$ cat src/rtl/riscv_test_controller_if.sv
// riscv_test_controller_if
// Bundles the core-side signals seen by the run controller.
//   master : bench or wrapper side; drives the snooped core signals
//            (mem_we, mem_addr, mem_wdata, pc) and observes the verdict.
//   slave  : the controller; samples the snooped signals and drives
//            core_rst, status, done, pass, fail_code and cycle_count.
interface riscv_test_controller_if #(
  parameter int XLEN  = 32,
  parameter int CNT_W = 32
);
  logic             mem_we;
  logic [XLEN-1:0]  mem_addr;
  logic [XLEN-1:0]  mem_wdata;
  logic [XLEN-1:0]  pc;
  logic             core_rst;
  logic [2:0]       status;
  logic             done;
  logic             pass;
  logic [XLEN-1:0]  fail_code;
  logic [CNT_W-1:0] cycle_count;

  modport master (
    output mem_we, mem_addr, mem_wdata, pc,
    input  core_rst, status, done, pass, fail_code, cycle_count
  );

  modport slave (
    input  mem_we, mem_addr, mem_wdata, pc,
    output core_rst, status, done, pass, fail_code, cycle_count
  );
endinterface

$ cat src/rtl/riscv_test_controller.sv
// riscv_test_controller
// Sequences the core reset, counts RUN cycles and produces a pass/fail
// verdict from a store to the tohost word, a cycle timeout or a PC hang.
// Ports:
//   clk  : single rising-edge clock
//   rst  : synchronous active-high reset (clears everything)
//   bus  : slave modport; inputs mem_we/mem_addr/mem_wdata/pc snooped from
//          the core, outputs core_rst, status (0 RESET_HOLD, 1 RUN, 2 PASS,
//          3 FAIL, 4 TIMEOUT, 5 HANG), done, pass, fail_code, cycle_count.
module riscv_test_controller #(
  parameter int          RST_CYCLES     = 1,
  parameter int          TIMEOUT_CYCLES = 52,
  parameter int          HANG_CYCLES    = 16,
  parameter logic [31:0] TOHOST_ADDR    = 32'h0000_0400,
  parameter int          XLEN           = 32,
  parameter int          CNT_W          = 32
) (
  input logic                    clk,
  input logic                    rst,
  riscv_test_controller_if.slave bus
);

  localparam int HOLD_W = (RST_CYCLES < 2) ? 1 : $clog2(RST_CYCLES);
  localparam int HANG_W = (HANG_CYCLES < 3) ? 1 : $clog2(HANG_CYCLES);
  // When the counter saturates before the timeout value it can never match.
  localparam bit TIMEOUT_REACHABLE =
    (CNT_W >= 31) || ((TIMEOUT_CYCLES - 1) < (1 << CNT_W));

  typedef enum logic [2:0] {
    ST_RESET_HOLD = 3'd0,
    ST_RUN        = 3'd1,
    ST_PASS       = 3'd2,
    ST_FAIL       = 3'd3,
    ST_TIMEOUT    = 3'd4,
    ST_HANG       = 3'd5
  } state_t;

  state_t            state_reg,     state_next;
  logic [HOLD_W-1:0] hold_cnt_reg,  hold_cnt_next;
  logic [CNT_W-1:0]  cycle_cnt_reg, cycle_cnt_next;
  logic [HANG_W-1:0] hang_cnt_reg,  hang_cnt_next;
  logic [XLEN-1:0]   prev_pc_reg,   prev_pc_next;
  logic [XLEN-1:0]   fail_code_reg, fail_code_next;

  logic tohost_store;
  logic pc_match;
  logic timeout_hit;
  logic hang_hit;

  always_ff @(posedge clk) begin
    if (rst) begin
      state_reg     <= ST_RESET_HOLD;
      hold_cnt_reg  <= '0;
      cycle_cnt_reg <= '0;
      hang_cnt_reg  <= '0;
      prev_pc_reg   <= '0;
      fail_code_reg <= '0;
    end else begin
      state_reg     <= state_next;
      hold_cnt_reg  <= hold_cnt_next;
      cycle_cnt_reg <= cycle_cnt_next;
      hang_cnt_reg  <= hang_cnt_next;
      prev_pc_reg   <= prev_pc_next;
      fail_code_reg <= fail_code_next;
    end
  end

  always_comb begin
    state_next     = state_reg;
    hold_cnt_next  = hold_cnt_reg;
    cycle_cnt_next = cycle_cnt_reg;
    hang_cnt_next  = hang_cnt_reg;
    prev_pc_next   = prev_pc_reg;
    fail_code_next = fail_code_reg;

    tohost_store = bus.mem_we && (bus.mem_addr == XLEN'(TOHOST_ADDR));
    // cycle_cnt_reg is zero only on the first RUN cycle, whose PC merely
    // seeds prev_pc_reg and must not count as a repeat.
    pc_match     = (cycle_cnt_reg != '0) && (bus.pc == prev_pc_reg);
    timeout_hit  = TIMEOUT_REACHABLE &&
                   (cycle_cnt_reg == CNT_W'(TIMEOUT_CYCLES - 1));
    hang_hit     = pc_match && (hang_cnt_reg == HANG_W'(HANG_CYCLES - 2));

    case (state_reg)
      ST_RESET_HOLD: begin
        if (hold_cnt_reg == HOLD_W'(RST_CYCLES - 1)) begin
          state_next    = ST_RUN;
          hold_cnt_next = '0;
        end else begin
          hold_cnt_next = hold_cnt_reg + HOLD_W'(1);
        end
      end
      ST_RUN: begin
        if (cycle_cnt_reg != '1) begin
          cycle_cnt_next = cycle_cnt_reg + CNT_W'(1);
        end
        prev_pc_next  = bus.pc;
        hang_cnt_next = pc_match ? hang_cnt_reg + HANG_W'(1) : '0;
        // Even tohost values are not verdicts, so they fall through to the
        // timeout and hang checks like any other cycle.
        if (tohost_store && bus.mem_wdata[0]) begin
          if (bus.mem_wdata == XLEN'(1)) begin
            state_next = ST_PASS;
          end else begin
            state_next     = ST_FAIL;
            fail_code_next = bus.mem_wdata >> 1;
          end
        end else if (timeout_hit) begin
          state_next = ST_TIMEOUT;
        end else if (hang_hit) begin
          state_next = ST_HANG;
        end
      end
      default: begin
        // Terminal verdicts hold until rst.
        state_next = state_reg;
      end
    endcase
  end

  // core_rst is released in terminal states so the core can be inspected.
  assign bus.core_rst    = (state_reg == ST_RESET_HOLD);
  assign bus.status      = state_reg;
  assign bus.done        = (state_reg == ST_PASS) || (state_reg == ST_FAIL) ||
                           (state_reg == ST_TIMEOUT) || (state_reg == ST_HANG);
  assign bus.pass        = (state_reg == ST_PASS);
  assign bus.fail_code   = fail_code_reg;
  assign bus.cycle_count = cycle_cnt_reg;

endmodule

$ cat src/flat_wrapper.sv
// flat-port wrapper written by rule: the top's interface ports become plain ports
module riscv_test_controller_flat 
#(
  parameter int          RST_CYCLES     = 1,
  parameter int          TIMEOUT_CYCLES = 52,
  parameter int          HANG_CYCLES    = 16,
  parameter logic [31:0] TOHOST_ADDR    = 32'h0000_0400,
  parameter int          XLEN           = 32,
  parameter int          CNT_W          = 32
)
  (clk, rst, bus_mem_we, bus_mem_addr, bus_mem_wdata, bus_pc, bus_core_rst, bus_status, bus_done, bus_pass, bus_fail_code, bus_cycle_count);
  riscv_test_controller_if #(.XLEN(XLEN), .CNT_W(CNT_W)) bus_i ();
  input logic clk;
  input logic rst;
  input wire logic [$bits(bus_i.mem_we)-1:0] bus_mem_we;
  input wire logic [$bits(bus_i.mem_addr)-1:0] bus_mem_addr;
  input wire logic [$bits(bus_i.mem_wdata)-1:0] bus_mem_wdata;
  input wire logic [$bits(bus_i.pc)-1:0] bus_pc;
  output wire logic [$bits(bus_i.core_rst)-1:0] bus_core_rst;
  output wire logic [$bits(bus_i.status)-1:0] bus_status;
  output wire logic [$bits(bus_i.done)-1:0] bus_done;
  output wire logic [$bits(bus_i.pass)-1:0] bus_pass;
  output wire logic [$bits(bus_i.fail_code)-1:0] bus_fail_code;
  output wire logic [$bits(bus_i.cycle_count)-1:0] bus_cycle_count;
  assign bus_i.mem_we = bus_mem_we;
  assign bus_i.mem_addr = bus_mem_addr;
  assign bus_i.mem_wdata = bus_mem_wdata;
  assign bus_i.pc = bus_pc;
  assign bus_core_rst = bus_i.core_rst;
  assign bus_status = bus_i.status;
  assign bus_done = bus_i.done;
  assign bus_pass = bus_i.pass;
  assign bus_fail_code = bus_i.fail_code;
  assign bus_cycle_count = bus_i.cycle_count;
  riscv_test_controller #(.RST_CYCLES(RST_CYCLES), .TIMEOUT_CYCLES(TIMEOUT_CYCLES), .HANG_CYCLES(HANG_CYCLES), .TOHOST_ADDR(TOHOST_ADDR), .XLEN(XLEN), .CNT_W(CNT_W)) u_core (.clk(clk), .rst(rst), .bus(bus_i));
endmodule
$ cat config.mk
export PLATFORM = sky130hd
export DESIGN_NAME = riscv_test_controller_flat
export DESIGN_NICKNAME = d
export VERILOG_FILES = /design/src/rtl/riscv_test_controller_if.sv /design/src/rtl/riscv_test_controller.sv /design/src/flat_wrapper.sv
export SDC_FILE = /design/constraint.sdc
export NUM_CORES = 1
export LEC_CHECK = 0
export BUFFER_PORTS_ARGS = -buffer_cell sky130_fd_sc_hd__buf_2
export CAP_MARGIN = 10
export CORE_MARGIN = 2
export CORE_UTILIZATION = 30
export DETAILED_ROUTE_END_ITERATION = 6
export PLACE_DENSITY_LB_ADDON = 0.15
export SYNTH_ARGS = -nofsm -noshare
export SYNTH_HDL_FRONTEND = slang
export SYNTH_SLANG_ARGS = --single-unit
$ cat constraint.sdc
create_clock -name clk -period 3.9 [get_ports clk]
set_clock_uncertainty 0.15 [all_clocks]
set_input_delay 0.195 -clock clk [delete_from_list [all_inputs] [get_ports clk]]
set_output_delay 0.195 -clock clk [all_outputs]
set_load 0.02 [all_outputs]
# [Word level (Yosys, flattened, before mapping)]
# Index checks and enable logic that the tools add are counted.
[word_totals] out_inout_bits=70 reg_bits=103 elab_cells=44 inputBits=99
[op_classes] n_eq_ne=13 muxes=8 bitwise_logic=1 add_sub_neg=3 reduce_logical=13
[op_table] op="$add 32x1->32 const B" n=1
[op_table] op="$eq 32x1->1 const B" n=1
[op_table] op="$eq 32x11->1 const B" n=1
[op_table] op="$eq 32x32->1" n=1
[op_table] op="$eq 32x6->1 const B" n=1
[op_table] op="$ne 32x32->1 const B" n=1
[op_table] op="$reduce_bool 32->1" n=1
[op_table] op="$mux 3" n=4
[op_table] op="$eq 3x2->1 const B" n=2
[op_table] op="$eq 3x3->1 const B" n=2
[op_table] op="$pmux 3 s2" n=1
[op_table] op="$reduce_and 3->1" n=2
[op_table] op="$add 4x1->4 const B" n=1
[op_table] op="$eq 4x4->1 const B" n=1
[op_table] op="$logic_and 1x1->1" n=4
[op_table] op="$mux 4" n=1
[op_table] op="$ne 4x1->1 const B" n=1
[op_table] op="$eq 3x1->1 const B" n=1
[op_table] op="$logic_not 3->1" n=1
[op_table] op="$logic_or 1x1->1" n=3
[op_table] op="$mux 1" n=2
[op_table] op="$ne 2x2->1 const B" n=1
[op_table] op="$reduce_and 2->1" n=1
[op_table] op="$reduce_bool 2->1" n=1
[op_table] op="other kinds (2)" n=2

# [Logic depth before layout (Yosys ltp)]
[depth] depth_word=7 depth_mapped=7 depth_no_buf=6

# [Worst setup path after synthesis]
# No wires, ideal clock.
[synth_path] path_kind="reg-to-reg" startpoint="reg u_core.cycle_cnt_reg[4] (netlist: u_core.bus.cycle_count[4])" endpoint="reg u_core.cycle_cnt_reg[10] (netlist: u_core.bus.cycle_count[10])" t_arrival_ns=2.115 stages_incl_launch_ff=7 setup_slack_ns=1.514 period_less_slack_ns=2.386 n_path_buf=1 cell_sequence="dfxtp_1 > nand4_4 > nor4_4 > nor4b_4 > buf_4 > nor4_1 > mux2_4"
[synth_between] elab_chain_cells=2
[synth_rtl] element="start: declaration" line_no="riscv_test_controller.sv:40" rtl="logic [CNT_W-1:0] cycle_cnt_reg, cycle_cnt_next;"
[synth_rtl] element="start signal: assignment" line_no="riscv_test_controller.sv:61" rtl="cycle_cnt_reg <= cycle_cnt_next;"
[synth_rtl] element="branches (longest 2 deep; another with $add 32x1->32)"
# Several ways; the timed one is not identified.
# A chain may end at the register's enable or synchronous reset.

# [Worst setup path in the final report]
[layout_path] startpoint="reg u_core.state_reg[2] (netlist: u_core.bus.status[2])" endpoint="reg u_core.cycle_cnt_reg[27] (netlist: u_core.bus.cycle_count[27])"
[layout_between] elab_chain_cells=2
[layout_rtl] element="start: declaration" line_no="riscv_test_controller.sv:38" rtl="state_t state_reg, state_next;"
[layout_rtl] element="start signal: assignment" line_no="riscv_test_controller.sv:59" rtl="state_reg <= state_next;"
[layout_rtl] element="$eq 3x1->1" line_no="riscv_test_controller.sv:84" rtl="case (state_reg)"
[layout_rtl] element="$reduce_and 2->1 (no line)"
# No other way between the ends.

==> impl_metrics.json <==
{
  "syn_area_mm2": 0.00492,
  "hp-start": "bus_mem_addr[7]",
  "ys_types": 50,
  "dp.cells": 959,
  "final_common_cell": "buf_2",
  "place_worst_setup_slack_ps": 1010,
  "syn_nets": 716,
  "crit_path_end_kind": "flip-flop",
  "yosys-top-cells-area": "dfxtp_1 (41%), a21oi_1 (8.9%), nand2_1 (6.1%)",
  "status": "finished clean",
  "gp_congestion": 0.866,
  "r2r_cells": 5,
  "setup_tns_ps": 0,
  "reg2reg_slack_ps": 1010,
  "fillers": 1617,
  "routedWlPerCell_um": 14.7,
  "rsz0062_at_grt": "false",
  "maxSlewHeadroom": 0.295,
  "synth_seq_area_share": 0.415,
  "vias": 5301,
  "cts_buffers": 9,
  "min_period_over_period": 0.740,
  "worst_pin_slew_ps": 1060,
  "ioPinCount": 169,
  "crit_family": "simple AND/OR/NAND/NOR gates",
  "cts_sinks": 102,
  "peakVddDrop_mv": 0.197,
  "cp.required_ps": 4040,
  "clk_pin_slew_worst_paths_ps": 70,
  "syn_to_final_growth_pct": 39.7,
  "ctsHtreeMaxLevel": 3,
  "grt_first_pass_wirelength_mm": 24.8,
  "critPathBufInv": 0,
  "hp-class": "input pin to flip-flop",
  "initial_core_util": 0.309,
  "finalSetupViolations": 0,
  "finalWorstSetupSlack_ps": 1010,
  "die_h_um": 132,
  "drc": 0,
  "globalRouteOverflowTotal": 0,
  "grt_max_degree": 75,
  "cpMaxStageDelayCell": "or3b_2",
  "worstHoldEndpoint": "u_core.bus.fail_code[25]",
  "detail-route-antenna-nets": 0,
  "antenna_found_initial": 0,
  "seqCellArea_mm2": 0.00204,
  "grt_use_total": 0.174,
  "coreArea_mm2": 0.0159,
  "worstPathArrival_ps": 3020,
  "layout.cells.non_filler": 1038,
  "multi_input_area_mm2": 0.00271,
  "r2r-end": "u_core.bus.cycle_count[27]",
  "power.density_mw_per_mm2": 338,
  "diodes": 0,
  "drv_cap": 0,
  "hold_viol_final": 0,
  "num_rows": 46,
  "maxSlewViolCount": 0,
  "dr.pass1.iters": 5,
  "period_minus_slack_ps": 2890,
  "crit_chain": "or3b_2 > nor2_1 > o2111ai_1 > or4_1 > a21oi_1",
  "cts_buffer_depth": 2,
  "hold_depth": 6,
  "dieArea_mm2": 0.0174,
  "vias_per_cell": 5.11,
  "routed_wl_mm": 15.2,
  "p_leak_nw": 2.73,
  "cpPeakStageDelay_ps": 910,
  "final_cell_mix": "buf_2 (166), dfxtp_1 (102), a21oi_1 (88)",
  "die_x_um": 132,
  "worstPathMaxFanout": 49,
  "syn_area_per_cell_um2": 8.03,
  "nets": 920,
  "cts_tree": "built",
  "yosysWarningCount": 0,
  "portBuffers": 167,
  "crit-reg2reg-launch": "u_core.bus.status[2]",
  "final_layout_size_suffix_gt1_frac": 0.247,
  "yosys.area.top_type": "dfxtp_1",
  "clock_latency_ps": 360,
  "first_global_vias": 4954,
  "ys_ff_latch": 102,
  "syn_inst": 613,
  "fmax_ghz": 0.347,
  "drt-initial-drc-count": 337,
  "fin_util": 0.431,
  "place_hpwl_mm": 10.5,
  "ctsRootBufferMaster": "clkbuf_16",
  "worstSetupPathType": "flip-flop to flip-flop",
  "synth.top_cell.area_share": 0.415,
  "start_kind": "flip-flop"
}
-- worst min-delay path, stage by stage --
cell	delay [ps]
buf_2	80
nor2_1	30
nand2_1	80
nor3_2	100
nand3_1	90
a21oi_1	60
-- routing by layer --
layer	share of wire	GRT usage
met5	0	0
met2	0.48	0.289
met1	0.45	0.221
met3	0.062	0.0408
met4	0.016	0.0616
-- layout make-up --
cell class	count	area share
multi-input cells	464	0.393
flip-flops and latches	102	0.297
repair buffers	235	0.219
well taps	216	0.0393
clock buffers	10	0.0348
clock inverters	6	0.0136
inverters	5	0.00273
-- report_power, final --
group / internal [mW] / switching [mW] / leakage (nW) / total [mW]
clock network: 0.585 / 0.423 / 0.153 / 1.01
registers: 1.06 / 0.0153 / 0.828 / 1.08
logic: 0.124 / 0.115 / 1.74 / 0.239
-- cell families (layout without fill, tap and decap cells) --
kind of cell,count (synthesis),count (layout),synth area share
AO/OA/AOI/OAI,154,154,0.170
XOR/XNOR,36,36,0.0641
adder cells (fa/ha/maj),4,4,0.0102
buffers and inverters,47,256,0.0379
flip-flops,102,102,0.415
multiplexers,5,5,0.0130
other,1,1,0.000762
AND/OR/NAND/NOR,264,264,0.290
-- synthesized netlist by cell type (all sizes together) --
library cell,instances
dfxtp,102
a21oi,88
nand2,80
nand3,50
o21ai,45
clkbuf,38
xnor2,33
nor4,27
nand4,24
nor2,24
or3,13
or4,9
o31ai,8
nor3,6
and3,5
inv,5
mux2,5
buf,4
ha,4
nor2b,4
nor3b,4
nor4b,4
o2111ai,3
xor2,3
a211oi,2
and2,2
and4,2
nand2b,2
o21ba,2
o31a,2
a311oi,1
a31oi,1
and3b,1
and4b,1
and4bb,1
conb,1
nand3b,1
nor4bb,1
o211ai,1
o21a,1
or2,1
or3b,1
or4b,1
-- metrics by stage --
step	area (µm²)	total power, mW	hold WS (ps)
2_1_floorplan	4920	1.20	181
3_3_place_gp	5910	1.29	304
3_5_place_dp	5910	1.29	309
4_1_cts	6880	2.36	188
5_1_grt	6880	2.42	222
6_report	6880	2.32	189
-- worst max path at each step --
stage / slack [ps] / end / start / depth (start not counted)
floorplan: 1510 / u_core.bus.cycle_count[10] / u_core.bus.cycle_count[4] / 6
global placement: 1070 / u_core.bus.cycle_count[29] / u_core.bus.status[2] / 5
detailed placement: 1010 / u_core.bus.cycle_count[27] / u_core.bus.status[2] / 5
CTS: 1000 / u_core.bus.cycle_count[27] / u_core.bus.status[2] / 5
global route: 780 / u_core.bus.cycle_count[29] / u_core.bus.status[2] / 5
finish: 1010 / u_core.bus.cycle_count[27] / u_core.bus.status[2] / 5
-- what timing repair did --
action,CTS,global route
hold buffers,63,0
setup buffers,0,0
resized for setup,0,0
endpoints found under the hold margin,63,0
Note: power is estimated with default switching activity, not from simulation.
